## config.mk

```make
export PLATFORM = sky130hd
export DESIGN_NAME = opb_register_ppc2simulink
export DESIGN_NICKNAME = d
export VERILOG_FILES = /design/src/rtl/opb_register_ppc2simulink.sv
export SDC_FILE = /design/constraint.sdc
export NUM_CORES = 1
export LEC_CHECK = 0
export BUFFER_PORTS_ARGS = -buffer_cell sky130_fd_sc_hd__clkbuf_2
export CAP_MARGIN = 10
export CORE_UTILIZATION = 41
export DETAILED_ROUTE_END_ITERATION = 10
export PLACE_DENSITY = 0.79
export RECOVER_POWER = 100
export SYNTH_ARGS = -nofsm -noshare
export SYNTH_HDL_FRONTEND = slang
export SYNTH_SLANG_ARGS = --single-unit
```

## constraint.sdc

```tcl
create_clock -name OPB_Clk -period 5.24 [get_ports OPB_Clk]
set_input_delay 0.786 -clock OPB_Clk [delete_from_list [all_inputs] [get_ports OPB_Clk]]
set_output_delay 0.786 -clock OPB_Clk [all_outputs]
set_load 0.05 [all_outputs]
```

## src/rtl/opb_register_ppc2simulink.sv

```systemverilog
`default_nettype none
// ============================================================================
// Module      : opb_register_ppc2simulink
// Description : OPB slave holding one byte-writable register handed to fabric,
//               with a STATUS word of write count and a valid/ack handshake.
// Revision    : 1.0 - initial release
// ============================================================================
module opb_register_ppc2simulink #(
    parameter logic [31:0] C_BASEADDR   = 32'h01094E00,
    parameter logic [31:0] C_HIGHADDR   = 32'h01094EFF,
    parameter int          C_OPB_AWIDTH = 32,
    parameter int          C_OPB_DWIDTH = 32,
    parameter              C_FAMILY     = "virtex5"
) (
    input  logic                      OPB_Clk,
    input  logic                      OPB_Rst_n,
    input  logic [0:C_OPB_AWIDTH-1]   OPB_ABus,
    input  logic [0:C_OPB_DWIDTH/8-1] OPB_BE,
    input  logic [0:C_OPB_DWIDTH-1]   OPB_DBus,
    input  logic                      OPB_RNW,
    input  logic                      OPB_select,
    input  logic                      OPB_seqAddr,
    output logic [0:C_OPB_DWIDTH-1]   Sl_DBus,
    output logic                      Sl_xferAck,
    output logic                      Sl_errAck,
    output logic                      Sl_retry,
    output logic                      Sl_toutSup,
    output logic [31:0]               user_data_out,
    output logic                      user_data_valid,
    input  logic                      user_data_ack
);

    localparam logic [1:0] c_st_idle = 2'd0;
    localparam logic [1:0] c_st_ack  = 2'd1;
    localparam logic [1:0] c_st_wait = 2'd2;

    localparam c_family_unused = C_FAMILY;

    logic [1:0]  r_state;
    logic        r_rnw;
    logic        r_is_status;
    logic [3:0]  r_be;
    logic [31:0] r_wdata;
    logic [31:0] r_user_data;
    logic        r_valid;
    logic [15:0] r_write_count;

    logic        w_hit;
    logic        w_data_wr;
    logic [31:0] w_rdata;
    logic        w_unused;

    assign w_unused = OPB_seqAddr;

    assign w_hit = OPB_select && (OPB_ABus >= C_BASEADDR) && (OPB_ABus <= C_HIGHADDR);

    // Transfer attributes are captured on the hit so the ACK cycle does not
    // depend on the master holding the bus stable.
    always_ff @(posedge OPB_Clk or negedge OPB_Rst_n) begin
        if (!OPB_Rst_n) begin
            r_state     <= c_st_idle;
            r_rnw       <= 1'b0;
            r_is_status <= 1'b0;
            r_be        <= 4'b0;
            r_wdata     <= 32'b0;
        end else begin
            case (r_state)
                c_st_idle: begin
                    if (w_hit) begin
                        r_state     <= c_st_ack;
                        r_rnw       <= OPB_RNW;
                        r_is_status <= OPB_ABus[C_OPB_AWIDTH-3];
                        r_be        <= OPB_BE;
                        r_wdata     <= OPB_DBus;
                    end
                end
                c_st_ack:  r_state <= c_st_wait;
                c_st_wait: begin
                    if (!OPB_select) begin
                        r_state <= c_st_idle;
                    end
                end
                default:   r_state <= c_st_idle;
            endcase
        end
    end

    assign w_data_wr = (r_state == c_st_ack) && !r_rnw && !r_is_status && (r_be != 4'b0);

    // r_be[i] enables r_wdata[8i+:8]; a write beats a coincident fabric ack.
    always_ff @(posedge OPB_Clk or negedge OPB_Rst_n) begin
        if (!OPB_Rst_n) begin
            r_user_data   <= 32'b0;
            r_valid       <= 1'b0;
            r_write_count <= 16'b0;
        end else if (w_data_wr) begin
            for (int i = 0; i < 4; i++) begin
                if (r_be[i]) begin
                    r_user_data[8*i +: 8] <= r_wdata[8*i +: 8];
                end
            end
            r_valid       <= 1'b1;
            r_write_count <= r_write_count + 16'd1;
        end else if (user_data_ack) begin
            r_valid <= 1'b0;
        end
    end

    always_comb begin
        w_rdata = 32'b0;
        if ((r_state == c_st_ack) && r_rnw) begin
            w_rdata = r_is_status ? {r_write_count, 15'b0, r_valid} : r_user_data;
        end
    end

    assign Sl_DBus         = w_rdata;
    assign Sl_xferAck      = (r_state == c_st_ack);
    assign Sl_errAck       = 1'b0;
    assign Sl_retry        = 1'b0;
    assign Sl_toutSup      = 1'b0;
    assign user_data_out   = r_user_data;
    assign user_data_valid = r_valid;

endmodule
`default_nettype wire

```

After elaboration in Yosys (flattened, before gate mapping). Cells that the tools add are included.

Register bits: 89. Input port bits: 74. Output and inout bits: 69. Logic and storage cells: 42.

$add $sub $neg: 1. $lt $le $gt $ge: 2. Equal/unequal tests: 4. Multiplexer cells: 7. Reductions and logical operators: 17.

Operators with widths (count): 32-bit 2-to-1 mux (2); 32-bit by 25-bit greater-or-equal comparator with 1-bit output, second input constant (1); 32-bit by 25-bit less-or-equal comparator with 1-bit output, second input constant (1); 16-bit by 1-bit adder with 16-bit output, second input constant (1); 2-bit AND reduction (6); 1-bit logical AND (6); 2-bit case mux with 3 select lines (1); 2-bit 2-to-1 mux (2); 2-bit != test, second input constant (2); 4-bit nonzero test (1); 2-bit by 1-bit == test with 1-bit output, second input constant (1); 2-bit == test, second input constant (1); 1-bit logical NOT (2); 2-bit logical NOT (1); 1-bit 2-to-1 mux (2); 2-bit nonzero test (1).

Longest topological paths before layout.
Depth after elaboration: 5. Gate-level depth with buffers: 6. Depth with buffers taken out: 5.

Worst setup path before layout. Ideal clock, no wire load.

Path kind: register to output. From: register r_state[1]. To: output port Sl_DBus[10] in the netlist's numbering. Data arrival time: 1895 ps. Data required time: 4454 ps. Path slack: 2559 ps. Stages on the path, launching flop included: 5. Path buffers: 1. Path through: dfrtp_1 -> and2b_2 -> nand2_1 -> clkbuf_1 -> nor2_1.

Cells in the longest elaborated chain, start to end: 3.

Ends and longest elaborated chain: start: declaration (line 39) `logic [1:0] r_state;`; start signal: assignment (line 61) `r_state <= c_st_idle;`; start signal: assignment (line 70) `r_state <= c_st_ack;`; start signal: assignment (line 77) `c_st_ack: r_state <= c_st_wait;`; 2-bit by 1-bit == test with 1-bit output; net Sl_xferAck (line 24) `output logic Sl_xferAck,`; 1-bit logical AND (line 111) `if ((r_state == c_st_ack) && r_rnw) begin`; 32-bit 2-to-1 mux (line 111); end: declaration (line 23) `output logic [0:C_OPB_DWIDTH-1] Sl_DBus,`.

The timed path passes the listed nets, and every way through them passes these cells.

Final worst setup path.
From: register r_state[1]. To: output port Sl_DBus[21] in the netlist's numbering.

Cells in the longest elaborated chain, start to end: 3.

Ends and longest elaborated chain (line): 2-bit by 1-bit == test with 1-bit output (111); 1-bit logical AND (111); 32-bit 2-to-1 mux (111).

No other way between the ends.

==> results.sh <==
export IMPL_die_area_um2=9930
export IMPL_power_mw=1.22
export IMPL_clkTransAtPathRegs_ns=0.09
export IMPL_grt_pass1_vias=2845
export IMPL_routedWlPerCell_um=15.1
export IMPL_hold_buffers=0
export IMPL_report_final_slew_viol_count=130
export IMPL_cap_violations=2
export IMPL_holdCritPathClass="register to register"
export IMPL_r2r_end="r_wdata[24]"
export IMPL_timing_final_ws_setup_ns=1.45
export IMPL_max_slew_margin_pct=-51.7
export IMPL_stdcell_area_um2=4770
export IMPL_die_w_um=99.6
export IMPL_violations="max-capacitance violations, max-slew violations"
export IMPL_setup_viol=0
export IMPL_area_growth_pct=22.1
export IMPL_critical_path_max_stage_delay_ns=0.85
export IMPL_powerDensity_nw_per_um2=256
export IMPL_reg2regPathDepth=5
export IMPL_synth_area_leaders="dfrtp_1 57%, mux2_2 18%, mux2i_1 4.4%"
export IMPL_cts_setup_buffers=0
export IMPL_yosysTopAreaCell="dfrtp_1"
export IMPL_rrSetupSlack_ns=1.81
export IMPL_crit_chain="and2b_1, nand2_1, nor2_1, and2_1, clkbuf_1"
export IMPL_power_frac_seq_pct=56.2
export IMPL_dr_pass1_iters=4
export IMPL_ys_async_sr_fraction_pct=100
export IMPL_arrival_ns=3.01
export IMPL_antenna_left=0
export IMPL_crit_type="register to output port"
export IMPL_grt_max_degree=90
export IMPL_port_buffers=131
export IMPL_hold_viol=0
export IMPL_nets=496
export IMPL_cts_sinks=89
export IMPL_first_iter_violations=71
export IMPL_track_usage_pct=17.9
export IMPL_dp_hpwl_um=6010
export IMPL_io_pins=143
export IMPL_worst_path_buf_inv=1
export IMPL_min_path_cells=1
export IMPL_grt_pass1_wl_um=13600
export IMPL_status="finished with violations"
export IMPL_synth_edf_count=0
export IMPL_crit_path_top_delay_cell="nor2_1"
export IMPL_min_delay_start="r_write_count[15]"
export IMPL_antenna_found_initial=0
export IMPL_synth_cells=286
export IMPL_ys_types=36
export IMPL_core_rowCount=35
export IMPL_root_buffer="clkbuf_8"
export IMPL_ys_warn_count=0
export IMPL_ctsResizeCount=0
export IMPL_r2r_start="r_state[0]"
export IMPL_endpoint_kind="output port"
export IMPL_sw_frac_of_total_pct=22.0
export IMPL_critPathLaunchType="register"
export IMPL_rsz0062_at_grt="no"
export IMPL_post_place_ws_ns=2.01
export IMPL_hold_path_end="r_write_count[15]"
export IMPL_required_ns=4.45
export IMPL_clkPwrFrac_pct=40.3
export IMPL_timing_final_crit_share_pct=72.4
export IMPL_crit_fanout=18
export IMPL_finalCriticalPeriod_ns=3.79
export IMPL_pwr_share_comb_pct=3.6
export IMPL_drive_gt1_share_pct=33.8
export IMPL_die_y_um=99.6
export IMPL_synth_seq_cells=89
export IMPL_postPlaceCellArea_um2=4670
export IMPL_tritoncts="yes"
export IMPL_cts_htree_levels=3
export IMPL_n_antenna_cell=0
export IMPL_drt_total_wl_um=8380
export IMPL_synth_ff_type="dfrtp_1"
export IMPL_clock_latency_ns=0.36
export IMPL_drcViolationCount=0
export IMPL_synth_top_area_share_pct=57.0
export IMPL_fillers=849
export IMPL_core_um2=9240
export IMPL_power_leakage_nw=2.34
export IMPL_p_sw_mw=0.269
export IMPL_vias=2758
export IMPL_p_int_mw=0.953
export IMPL_gr_total_overflow=0
export IMPL_start_util_pct=42.3
export IMPL_clock_fmax_mhz=264
export IMPL_skew_ns=0.00967
export IMPL_gp_routability_congestion=0.783
export IMPL_tightest_slew_ns=2.28
export IMPL_cts_made_buffers=9
export IMPL_viasPerCell=4.97
export IMPL_ys_seq_area_share_pct=57.0
export IMPL_avgSynthCellArea_um2=13.7
export IMPL_crit_family="simple AND/OR/NAND/NOR gates"
export IMPL_clk_path_buf_depth=2
export IMPL_irDropWorstVdd_v=0.000146
export IMPL_netlist_area_um2=3910
export IMPL_fin_tns_setup_ns=0
state kept, by name (all words and copies together), names as in the netlist:
signal / flops
r_be: 4
r_is_status: 1
r_rnw: 1
r_state: 2
r_wdata: 32
r_write_count: 16
user_data_out: 32
user_data_valid: 1
layout by cell type (no fill, tap or decap), drive strengths merged:
| master | n |
|---|---|
| or4b | 2 |
| and3 | 6 |
| o22ai | 1 |
| clkbuf | 144 |
| dfrtp | 89 |
| nand2b | 1 |
| and2b | 1 |
| and4 | 1 |
| mux2 | 71 |
| nand2 | 9 |
| nand3b | 2 |
| ha | 1 |
| nor2 | 19 |
| clkinv | 3 |
| mux2i | 17 |
| nor4b | 2 |
| nand4b | 1 |
| nand3 | 4 |
| inv | 2 |
| xor2 | 2 |
| bufinv | 1 |
| clkinvlp | 1 |
| nor4 | 5 |
| nor3b | 1 |
| xnor2 | 13 |
| and2 | 15 |
| conb | 3 |
| nor3 | 1 |
| nand4 | 8 |
how the worst max path moves through the flow:
stage	startpoint	to	slack (ns)	depth (start not counted)
3_5_place_dp	r_state[1]	Sl_DBus[22]	2.01	5
6_report	r_state[1]	Sl_DBus[21]	1.45	5
2_1_floorplan	r_state[1]	Sl_DBus[10]	2.56	4
5_1_grt	r_state[1]	Sl_DBus[22]	1.16	5
3_3_place_gp	r_state[1]	Sl_DBus[26]	2.06	5
4_1_cts	r_state[1]	Sl_DBus[21]	1.59	5
cell type report:
type	instances	area [um^2]	area share [%]
well taps	129	161	3.38
repair buffers	133	581	12.2
clock buffers	11	151	3.17
clock inverters	5	63.8	1.34
inverters	2	7.51	0.157
flip-flops and latches	89	2230	46.7
multi-input cells	186	1580	33.1
Yosys cell counts (3+ instances only):
master    n
and2_1   15
and3_1    6
buf_4     5
dfrtp_1  89
mux2_1    9
mux2_2   62
mux2i_1  17
nand2_1   5
nand2_2   4
nand3_1   4
nand4_1   8
nor2_1   18
nor4_1    3
xnor2_1  13
metrics by stage:
stage                     instances  utilization (%)  hold slack (ns)
after floorplan                 288                -            0.445
after global placement          539             50.6            0.465
after detailed placement        539             50.6            0.475
after CTS                       555             52.9            0.493
after global routing            555             51.6            0.505
final                           555             51.6            0.488
power groups by stage:
stage                     logic, mW  registers (mW)  clock network (mW)
final                        0.0434           0.686               0.492
after global routing         0.0489           0.686               0.533
after CTS                    0.0450           0.686               0.503
after detailed placement     0.0450           0.700                   0
after global placement       0.0439           0.700                   0
after floorplan             0.00862           0.700                   0
layer usage:
metal	GRT usage [%]	share of wire, %	vias up
li1	-	-	1270
met1	20.8	42	1368
met2	31.5	50	110
met3	5.13	7.2	10
met4	6.45	1.2	0
met5	0	0	-
cells by family (layout without fill, tap and decap cells):
family          after synthesis  after routing  share of synthesized area [%]
xor+xnor                     15             15                           3.36
compound gates                1              1                          0.160
buf+inv                      13            151                           2.15
fa+ha+maj                     1              1                          0.320
mux                          88             88                           24.8
other cells                   1              3                         0.0960
flops                        89             89                           57.0
simple gates                 78             78                           12.1
No activity file was read; power rests on OpenSTA's default activity.
